==> src/rtl/seven_seg_pkg.sv <==
// Shared constants and types for the four-digit multiplexed seven-segment driver.
// Holds the segment codes for 0..9 and BLANK (active-low, bit6..bit0 = g..a),
// the digit slot indices, the all-off anode pattern, and the packed BCD time
// payload that is sampled, synchronised and shadowed by seven_seg_scan.
package seven_seg_pkg;

    localparam int unsigned SEG_W = 7;
    localparam int unsigned AN_W  = 4;
    localparam int unsigned DIG_W = 4;
    localparam int unsigned IDX_W = 2;

    localparam logic [SEG_W-1:0] SEG_0     = 7'h40;
    localparam logic [SEG_W-1:0] SEG_1     = 7'h79;
    localparam logic [SEG_W-1:0] SEG_2     = 7'h24;
    localparam logic [SEG_W-1:0] SEG_3     = 7'h30;
    localparam logic [SEG_W-1:0] SEG_4     = 7'h19;
    localparam logic [SEG_W-1:0] SEG_5     = 7'h12;
    localparam logic [SEG_W-1:0] SEG_6     = 7'h02;
    localparam logic [SEG_W-1:0] SEG_7     = 7'h78;
    localparam logic [SEG_W-1:0] SEG_8     = 7'h00;
    localparam logic [SEG_W-1:0] SEG_9     = 7'h10;
    localparam logic [SEG_W-1:0] SEG_BLANK = 7'h7F;

    localparam logic [IDX_W-1:0] DIG_MIN_U = 2'd0;
    localparam logic [IDX_W-1:0] DIG_MIN_T = 2'd1;
    localparam logic [IDX_W-1:0] DIG_HRS_U = 2'd2;
    localparam logic [IDX_W-1:0] DIG_HRS_T = 2'd3;

    localparam logic [AN_W-1:0] AN_OFF = 4'hF;

    // 13-bit BCD time word as presented by the time-setting logic.
    typedef struct packed {
        logic [1:0] hrs_tens;
        logic [3:0] hrs_unit;
        logic [2:0] min_tens;
        logic [3:0] min_unit;
    } time_bcd_t;

endpackage

==> src/rtl/seg_decode.sv <==
// BCD to active-low seven-segment decoder (purely combinational).
// Ports:
//   digit  in  4  BCD value; anything above 9 decodes to blank
//   seg_n  out 7  active-low segments, bit6..bit0 = g..a
module seg_decode
    import seven_seg_pkg::*;
(
    input  logic [DIG_W-1:0] digit,
    output logic [SEG_W-1:0] seg_n
);

    always_comb begin
        seg_n = SEG_BLANK;
        case (digit)
            4'd0: seg_n = SEG_0;
            4'd1: seg_n = SEG_1;
            4'd2: seg_n = SEG_2;
            4'd3: seg_n = SEG_3;
            4'd4: seg_n = SEG_4;
            4'd5: seg_n = SEG_5;
            4'd6: seg_n = SEG_6;
            4'd7: seg_n = SEG_7;
            4'd8: seg_n = SEG_8;
            4'd9: seg_n = SEG_9;
            default: seg_n = SEG_BLANK;
        endcase
    end

endmodule

==> src/rtl/seven_seg_scan.sv <==
// Four-digit multiplexed seven-segment scanner for an HH:MM clock display.
// A prescaler divides clk into digit slots; four slots form a frame. Inputs are
// double-registered and copied into a shadow register only at frame end when
// both samples agree, so the display never tears mid-frame. The decimal point
// on the hours-unit digit blinks with a half-period of BLINK_FRAMES frames.
// Optional build macro LEADING_ZERO_BLANK_EN suppresses a zero hours-tens digit.
// Ports:
//   clk       in  1  system clock, all logic on posedge
//   rst_n     in  1  synchronous active-low reset
//   min_unit  in  4  BCD minutes units
//   min_tens  in  3  BCD minutes tens
//   hrs_unit  in  4  BCD hours units
//   hrs_tens  in  2  BCD hours tens
//   seg_n     out 7  active-low segments g..a, registered
//   an_n      out 4  active-low digit enables, [0] = min_unit, registered
//   dp_n      out 1  active-low decimal point, registered
module seven_seg_scan
    import seven_seg_pkg::*;
#(
    parameter int unsigned SCAN_DIV     = 50000,
    parameter int unsigned BLINK_FRAMES = 125
) (
    input  logic             clk,
    input  logic             rst_n,
    input  logic [3:0]       min_unit,
    input  logic [2:0]       min_tens,
    input  logic [3:0]       hrs_unit,
    input  logic [1:0]       hrs_tens,
    output logic [SEG_W-1:0] seg_n,
    output logic [AN_W-1:0]  an_n,
    output logic             dp_n
);

    localparam int unsigned CNT_W = $clog2(SCAN_DIV);
    localparam int unsigned FRM_W = (BLINK_FRAMES > 1) ? $clog2(BLINK_FRAMES) : 1;
    localparam logic [CNT_W-1:0] CNT_LAST = CNT_W'(SCAN_DIV - 1);
    localparam logic [FRM_W-1:0] FRM_LAST = FRM_W'(BLINK_FRAMES - 1);

    logic [CNT_W-1:0] cnt;
    logic [IDX_W-1:0] idx;
    logic [FRM_W-1:0] frame_cnt;
    logic             phase;
    time_bcd_t        in_now, in_q1, in_q2, shadow;

    logic             slot_end_c, frame_end_c, blank_c;
    logic [DIG_W-1:0] digit_c;
    logic [SEG_W-1:0] seg_dec_c, seg_c;
    logic [AN_W-1:0]  an_c;
    logic             dp_c;

    assign in_now      = {hrs_tens, hrs_unit, min_tens, min_unit};
    assign slot_end_c  = (cnt == CNT_LAST);
    assign frame_end_c = slot_end_c && (idx == DIG_HRS_T);
    // First cycle of every slot is dark so the previous digit cannot ghost.
    assign blank_c     = (cnt == '0);

    // Digit mux from the shadow copy, narrow fields zero-extended.
    always_comb begin
        digit_c = shadow.min_unit;
        case (idx)
            DIG_MIN_U: digit_c = shadow.min_unit;
            DIG_MIN_T: digit_c = {1'b0, shadow.min_tens};
            DIG_HRS_U: digit_c = shadow.hrs_unit;
            DIG_HRS_T: digit_c = {2'b00, shadow.hrs_tens};
            default:   digit_c = shadow.min_unit;
        endcase
    end

    seg_decode u_seg_decode (
        .digit (digit_c),
        .seg_n (seg_dec_c)
    );

    // Next output values; registered below so outputs lag state by one clk.
    always_comb begin
        seg_c = seg_dec_c;
        an_c  = blank_c ? AN_OFF : ~(AN_W'(1) << idx);
        dp_c  = !((idx == DIG_HRS_U) && !blank_c && phase);
`ifdef LEADING_ZERO_BLANK_EN
        if ((idx == DIG_HRS_T) && (shadow.hrs_tens == 2'd0)) begin
            an_c  = AN_OFF;
            seg_c = SEG_BLANK;
        end
`endif
    end

    // Scan counters, input synchroniser, shadow load and blink phase.
    always_ff @(posedge clk) begin
        if (!rst_n) begin
            cnt       <= '0;
            idx       <= DIG_MIN_U;
            frame_cnt <= '0;
            phase     <= 1'b0;
            in_q1     <= '0;
            in_q2     <= '0;
            shadow    <= '0;
        end else begin
            cnt   <= slot_end_c ? '0 : cnt + 1'b1;
            in_q1 <= in_now;
            in_q2 <= in_q1;
            if (slot_end_c) begin
                idx <= idx + 1'b1;
            end
            if (frame_end_c) begin
                // Only accept a value seen identically on two consecutive cycles.
                if (in_q1 == in_q2) begin
                    shadow <= in_q1;
                end
                if (frame_cnt == FRM_LAST) begin
                    frame_cnt <= '0;
                    phase     <= ~phase;
                end else begin
                    frame_cnt <= frame_cnt + 1'b1;
                end
            end
        end
    end

    // Output registers.
    always_ff @(posedge clk) begin
        if (!rst_n) begin
            seg_n <= SEG_BLANK;
            an_n  <= AN_OFF;
            dp_n  <= 1'b1;
        end else begin
            seg_n <= seg_c;
            an_n  <= an_c;
            dp_n  <= dp_c;
        end
    end

endmodule

==> config.mk <==
export PLATFORM = sky130hd
export DESIGN_NAME = seven_seg_scan
export DESIGN_NICKNAME = d
export VERILOG_FILES = /design/src/rtl/seven_seg_pkg.sv /design/src/rtl/seg_decode.sv /design/src/rtl/seven_seg_scan.sv
export SDC_FILE = /design/constraint.sdc
export NUM_CORES = 1
export LEC_CHECK = 0
export CORE_MARGIN = 3
export CORE_UTILIZATION = 41
export DETAILED_ROUTE_END_ITERATION = 12
export GPL_TIMING_DRIVEN = 0
export MAX_ROUTING_LAYER = met4
export PLACE_DENSITY = 0.68
export SKIP_LAST_GASP = 1
export SYNTH_ARGS = -nofsm -noshare
export SYNTH_HDL_FRONTEND = slang
export SYNTH_SLANG_ARGS = --single-unit
==> constraint.sdc <==
create_clock -name clk -period 2.8 [get_ports clk]
set_input_delay 0.56 -clock clk [delete_from_list [all_inputs] [get_ports clk]]
set_output_delay 0.56 -clock clk [all_outputs]
set_load 0.01 [all_outputs]
After elaboration in Yosys (flattened, before gate mapping)
Memory sizes are Yosys's and may differ from the RTL's. A register that Yosys moved wholly into a read port is not among the register bits.
Cells that the tools add are included.
W data, S select, Z words.

cells by class
  mux-type cells = 2
  shifts and indexed selects = 1
  eq/ne operators = 6
  add/subtract/negate cells = 3
  reduce and logical (&&, ||, !) cells = 12
  bitwise gates (word level) = 3

operators by type and width
  kind                     count
  $add A16 B1 Y16 const B  1
  $eq A16 B16 Y1 const B   1
  $logic_not A16 Y1        1
  $pmux W4 S4              1
  $eq A13 B13 Y1           1
  $add A7 B1 Y7 const B    1
  $eq A7 B7 Y1 const B     1
  $mux W7                  1
  $eq A2 B2 Y1 const B     2
  $not A4 Y4               1
  $reduce_and A2 Y1        2
  $reduce_or A2 Y1         2
  $shl A1 B2 Y4 const A    1
  $logic_and A1 B1 Y1      3
  $logic_not A1 Y1         3
  $add A2 B1 Y2 const B    1
  $eq A2 B1 Y1 const B     1
  $logic_not A2 Y1         1
  $not A1 Y1               2

storage, ports and cells
  ROM bits = 112
  memories kept = 1
  output and inout port bits = 12
  register bits after elaboration = 70
  word-level logic and storage cells = 46

memories
  name              depth  width  read ports  clocked after memory_dff  write ports  RTL line          source
  (name not given)  16     7      1           1                         0            seg_decode.sv:14  case (digit)

Depth between registers and ports, before layout
  depth in word-level cells = 5
  depth in mapped cells = 8

By module
Synthesis repeated with hierarchy kept, for this count alone.

second synthesis, totals
  cell total of the unflattened synthesis = 354
  area total of the unflattened synthesis = 3210.6 um2

modules (own cells, without submodules)
  module          area an instance (um2)  cells each  instances
  seven_seg_scan  3000.4                  321         1
  seg_decode      210.2                   33          1

Worst setup path before layout
No wires, ideal clock.

  path kind = register to register
  from = reg cnt[4]
  to = reg shadow[0] in the netlist's numbering
  slack = 800 ps
  library setup time = 120 ps
  arrival = 1881 ps
  required time = 2680 ps
  cell stages (with the launch flop) = 8
  path through = dfxtp_1 or4_4 nor4_4 and2_1 buf_4 nand3_4 buf_6 mux2i_1

on the way
  longest elaborated chain between the ends = 3

ends and longest elaborated chain
  element                             RTL line               source
  start, declared                     seven_seg_scan.sv:39   logic [CNT_W-1:0] cnt;
  start signal, assigned              seven_seg_scan.sv:98   cnt <= slot_end_c ? '0 : cnt + 1'b1;
  $eq A16 B16 Y1                      seven_seg_scan.sv:52   assign slot_end_c = (cnt == CNT_LAST);
  $logic_and A1 B1 Y1                 seven_seg_scan.sv:53   assign frame_end_c = slot_end_c && (idx == DIG_HRS_T);
  $reduce_and A2 Y1 (no source line)  --
  end signal, assigned                seven_seg_scan.sv:107  shadow <= in_q1;
  end, declared                       seven_seg_scan.sv:43   time_bcd_t in_now, in_q1, in_q2, shadow;

No other way between the ends.
A chain may end at the register's enable or synchronous reset.

Final worst setup path
  from = reg cnt[4]
  to = reg shadow[5] in the netlist's numbering

Same word-level chain as after synthesis.

==> out/metrics.yaml <==
power:
  swShare_pct: 21.5
  p_int_w: 0.00167
  p_switching_w: 0.000459
  power.density_mw_per_mm2: 569
  p_leak_nw: 1.57
  combPwrFrac_pct: 4.9
  pwr-share-clk_pct: 41.8
  ir_drop_mv: 0.204
  p_total_w: 0.00213
  power_frac_seq_pct: 53.3
clocking:
  cts_buffer_depth: 2
  cts_root_buf: "clkbuf_8"
  cts_hold_repair.buffers: 0
  clk_latency_ns: 0.35
  clk_pin_slew_ns: 0.08
  clock-sinks: 77
  htreeDepth: 3
  cts_buffers: 9
  post-cts-setup-buffers: 0
  cts_tree: "yes"
  cts.repair.resized: 0
timing:
  finalSetupViolations: 0
  hold_viol: 0
  period_share_pct: 79.0
  fin_crit_ns: 2.21
  drv_slew: 0
  rsz0062_at_grt: "false"
  fin_skew_ns: 0.00941
  worst_slew_pin_slew_ns: 0.594
  fin_setup_tns_ns: 0
  slew_headroom_pct: 60.0
  timing.fmax_mhz: 452
synthesis:
  synthArstFlopShare_pct: 0
  syn_avg_cell_area_sq_um: 9.13
  yosysWarnings: 0
  synth-edff-count: 0
  synth_nets: 372
  synth-seq-cells: 77
  synthCells: 345
  synth_flop_cell: "dfxtp_1"
  ys_seq_area_share_pct: 48.9
  ys_types: 40
  synthesis.area_sq_mm: 0.00315
floorplan:
  fp.dieW_um: 93.6
  start_util_pct: 42.7
  die_y_um: 93.6
  die-area_sq_mm: 0.00877
  core_area_sq_mm: 0.00737
  row_count: 31
  ios: 27
cells_and_area:
  final_common_cell: "dfxtp_1"
  diodes: 0
  final_cell_mix: "dfxtp_1 (77), nand2_1 (50), nor2_1 (34), clkdlybuf4s50_1 (26), inv_1 (25)"
  layout-drive-gt1-share_pct: 5.68
  nets: 409
  area_growth_pct: 19.0
routing:
  routed-via-count: 2330
  routed_wl_um: 5840
  via_per_inst: 4.79
  ant_nets: 0
  drt_iter0_markers: 57
  wl_per_cell_um: 12.0
  post-route-drc-count: 0
  first_pass_iters: 4
worst_setup_path:
  crit_arrival_ns: 2.44
  required_ns: 3.03
  crit_fanout: 10
  cp-start-kind: "flop"
  end_kind: "flop"
  path_class: "flop to flop"
global_routing:
  grt_pass1_vias: 2196
  grt_max_degree: 14
  grt_pass1_wl_um: 9770
  grt-ovfl-total: 0
  antenna_found_initial: 0
  grt.total_usage_pct: 14.6
run_status:
  outcome: "finished, final reports clean"
place:
  gp_congestion: 0.827
  hpwlAfterDp_um: 4220
  io_buffers: 26
flow_run:
  maxCapViolCount: 0
worst_hold_path:
  min_path_type: "flop to flop"
flip-flops by register name, indices dropped and copies added (netlist names), 2 cells and up:
signal	count
an_n	4
cnt	16
frame_cnt	7
idx	2
in_q1	13
in_q2	13
seg_n	7
shadow	13
layout make-up:
type                       count  area (sq um)
timing repair buffer          26           260
multi-input combinational    232          1460
fill                         724          3620
buffer                        10          48.8
clock inverter                 7          90.1
clock buffer                   9           124
inverter                      26          97.6
sequential                    77          1540
tap                           99           124
cells in the mapped netlist, drive strengths merged (5+ instances only):
cell type | instances | share of area, %
dfxtp | 77 | 49
nand2 | 50 | 6.0
nor2 | 34 | 4.1
inv | 25 | 3.0
xnor2 | 17 | 4.7
and2 | 14 | 2.8
mux2i | 14 | 4.4
nand3 | 13 | 2.5
ha | 12 | 4.8
o21ai | 11 | 1.7
xor2 | 10 | 2.8
a21oi | 7 | 1.1
clkbuf | 7 | 0.83
nor3 | 7 | 1.1
o21a | 6 | 1.4
and3 | 5 | 0.99
nand4 | 5 | 0.99
or3 | 5 | 0.99
metrics by stage:
stage	instances	hold slack, ns	setup slack (ns)	cell area [sq um]	utilization [%]
2_1_floorplan	345	0.373	0.800	3150	-
3_3_place_gp	470	0.391	0.463	3530	47.9
3_5_place_dp	470	0.397	0.449	3530	47.9
4_1_cts	486	0.415	0.586	3750	50.8
5_1_grt	486	0.438	0.436	3750	50.8
6_report	486	0.410	0.589	3750	50.8
critical path: stages, from the launching register on:
cell and delay [ns]:
dfxtp_1 0.36, or4_4 0.58, nor4_4 0.34, and2_1 0.18, buf_4 0.17, nand3_4 0.12
buf_6 0.21, mux2i_1 0.12
path summary, 6_finish.rpt:
path              slack (ns)  startpoint   endpoint  cells past startpoint
setup / recovery        0.59      cnt[4]  shadow[5]                      7
hold / removal          0.41       phase       dp_n                      1
setup reg to reg        0.59      cnt[4]  shadow[5]                      7
hold reg to reg         0.41       phase       dp_n                      1
kinds of logic after synthesis:
group	count (synthesis)	synth area share, %
flops	77	48.9
simple gates	143	22.2
mux	15	4.81
xor+xnor	27	7.51
compound gates	35	7.07
buf+inv	36	4.65
fa+ha+maj	12	4.77
power by group through the flow:
| stage | Sequential (W) | Combinational (W) | Clock (W) |
|---|---|---|---|
| 3_5_place_dp | 0.00116 | 0.000106 | 0 |
| 5_1_grt | 0.00114 | 0.000117 | 0.000969 |
| 3_3_place_gp | 0.00116 | 0.000105 | 0 |
| 4_1_cts | 0.00114 | 0.000106 | 0.000915 |
| 2_1_floorplan | 0.00116 | 0.0000547 | 0 |
| 6_report | 0.00114 | 0.000104 | 0.000892 |
metal layers:
metal | vias to the layer above | track usage (%) | wire (um)
met1 | 1045 | 18.0 | 2770
met4 | 0 | 7.22 | 152
li1 | 1205 | - | -
met3 | 18 | 3.70 | 253
met2 | 62 | 22.3 | 2660
met5 | - | - | 0
Power figures use the tool's default switching activity.
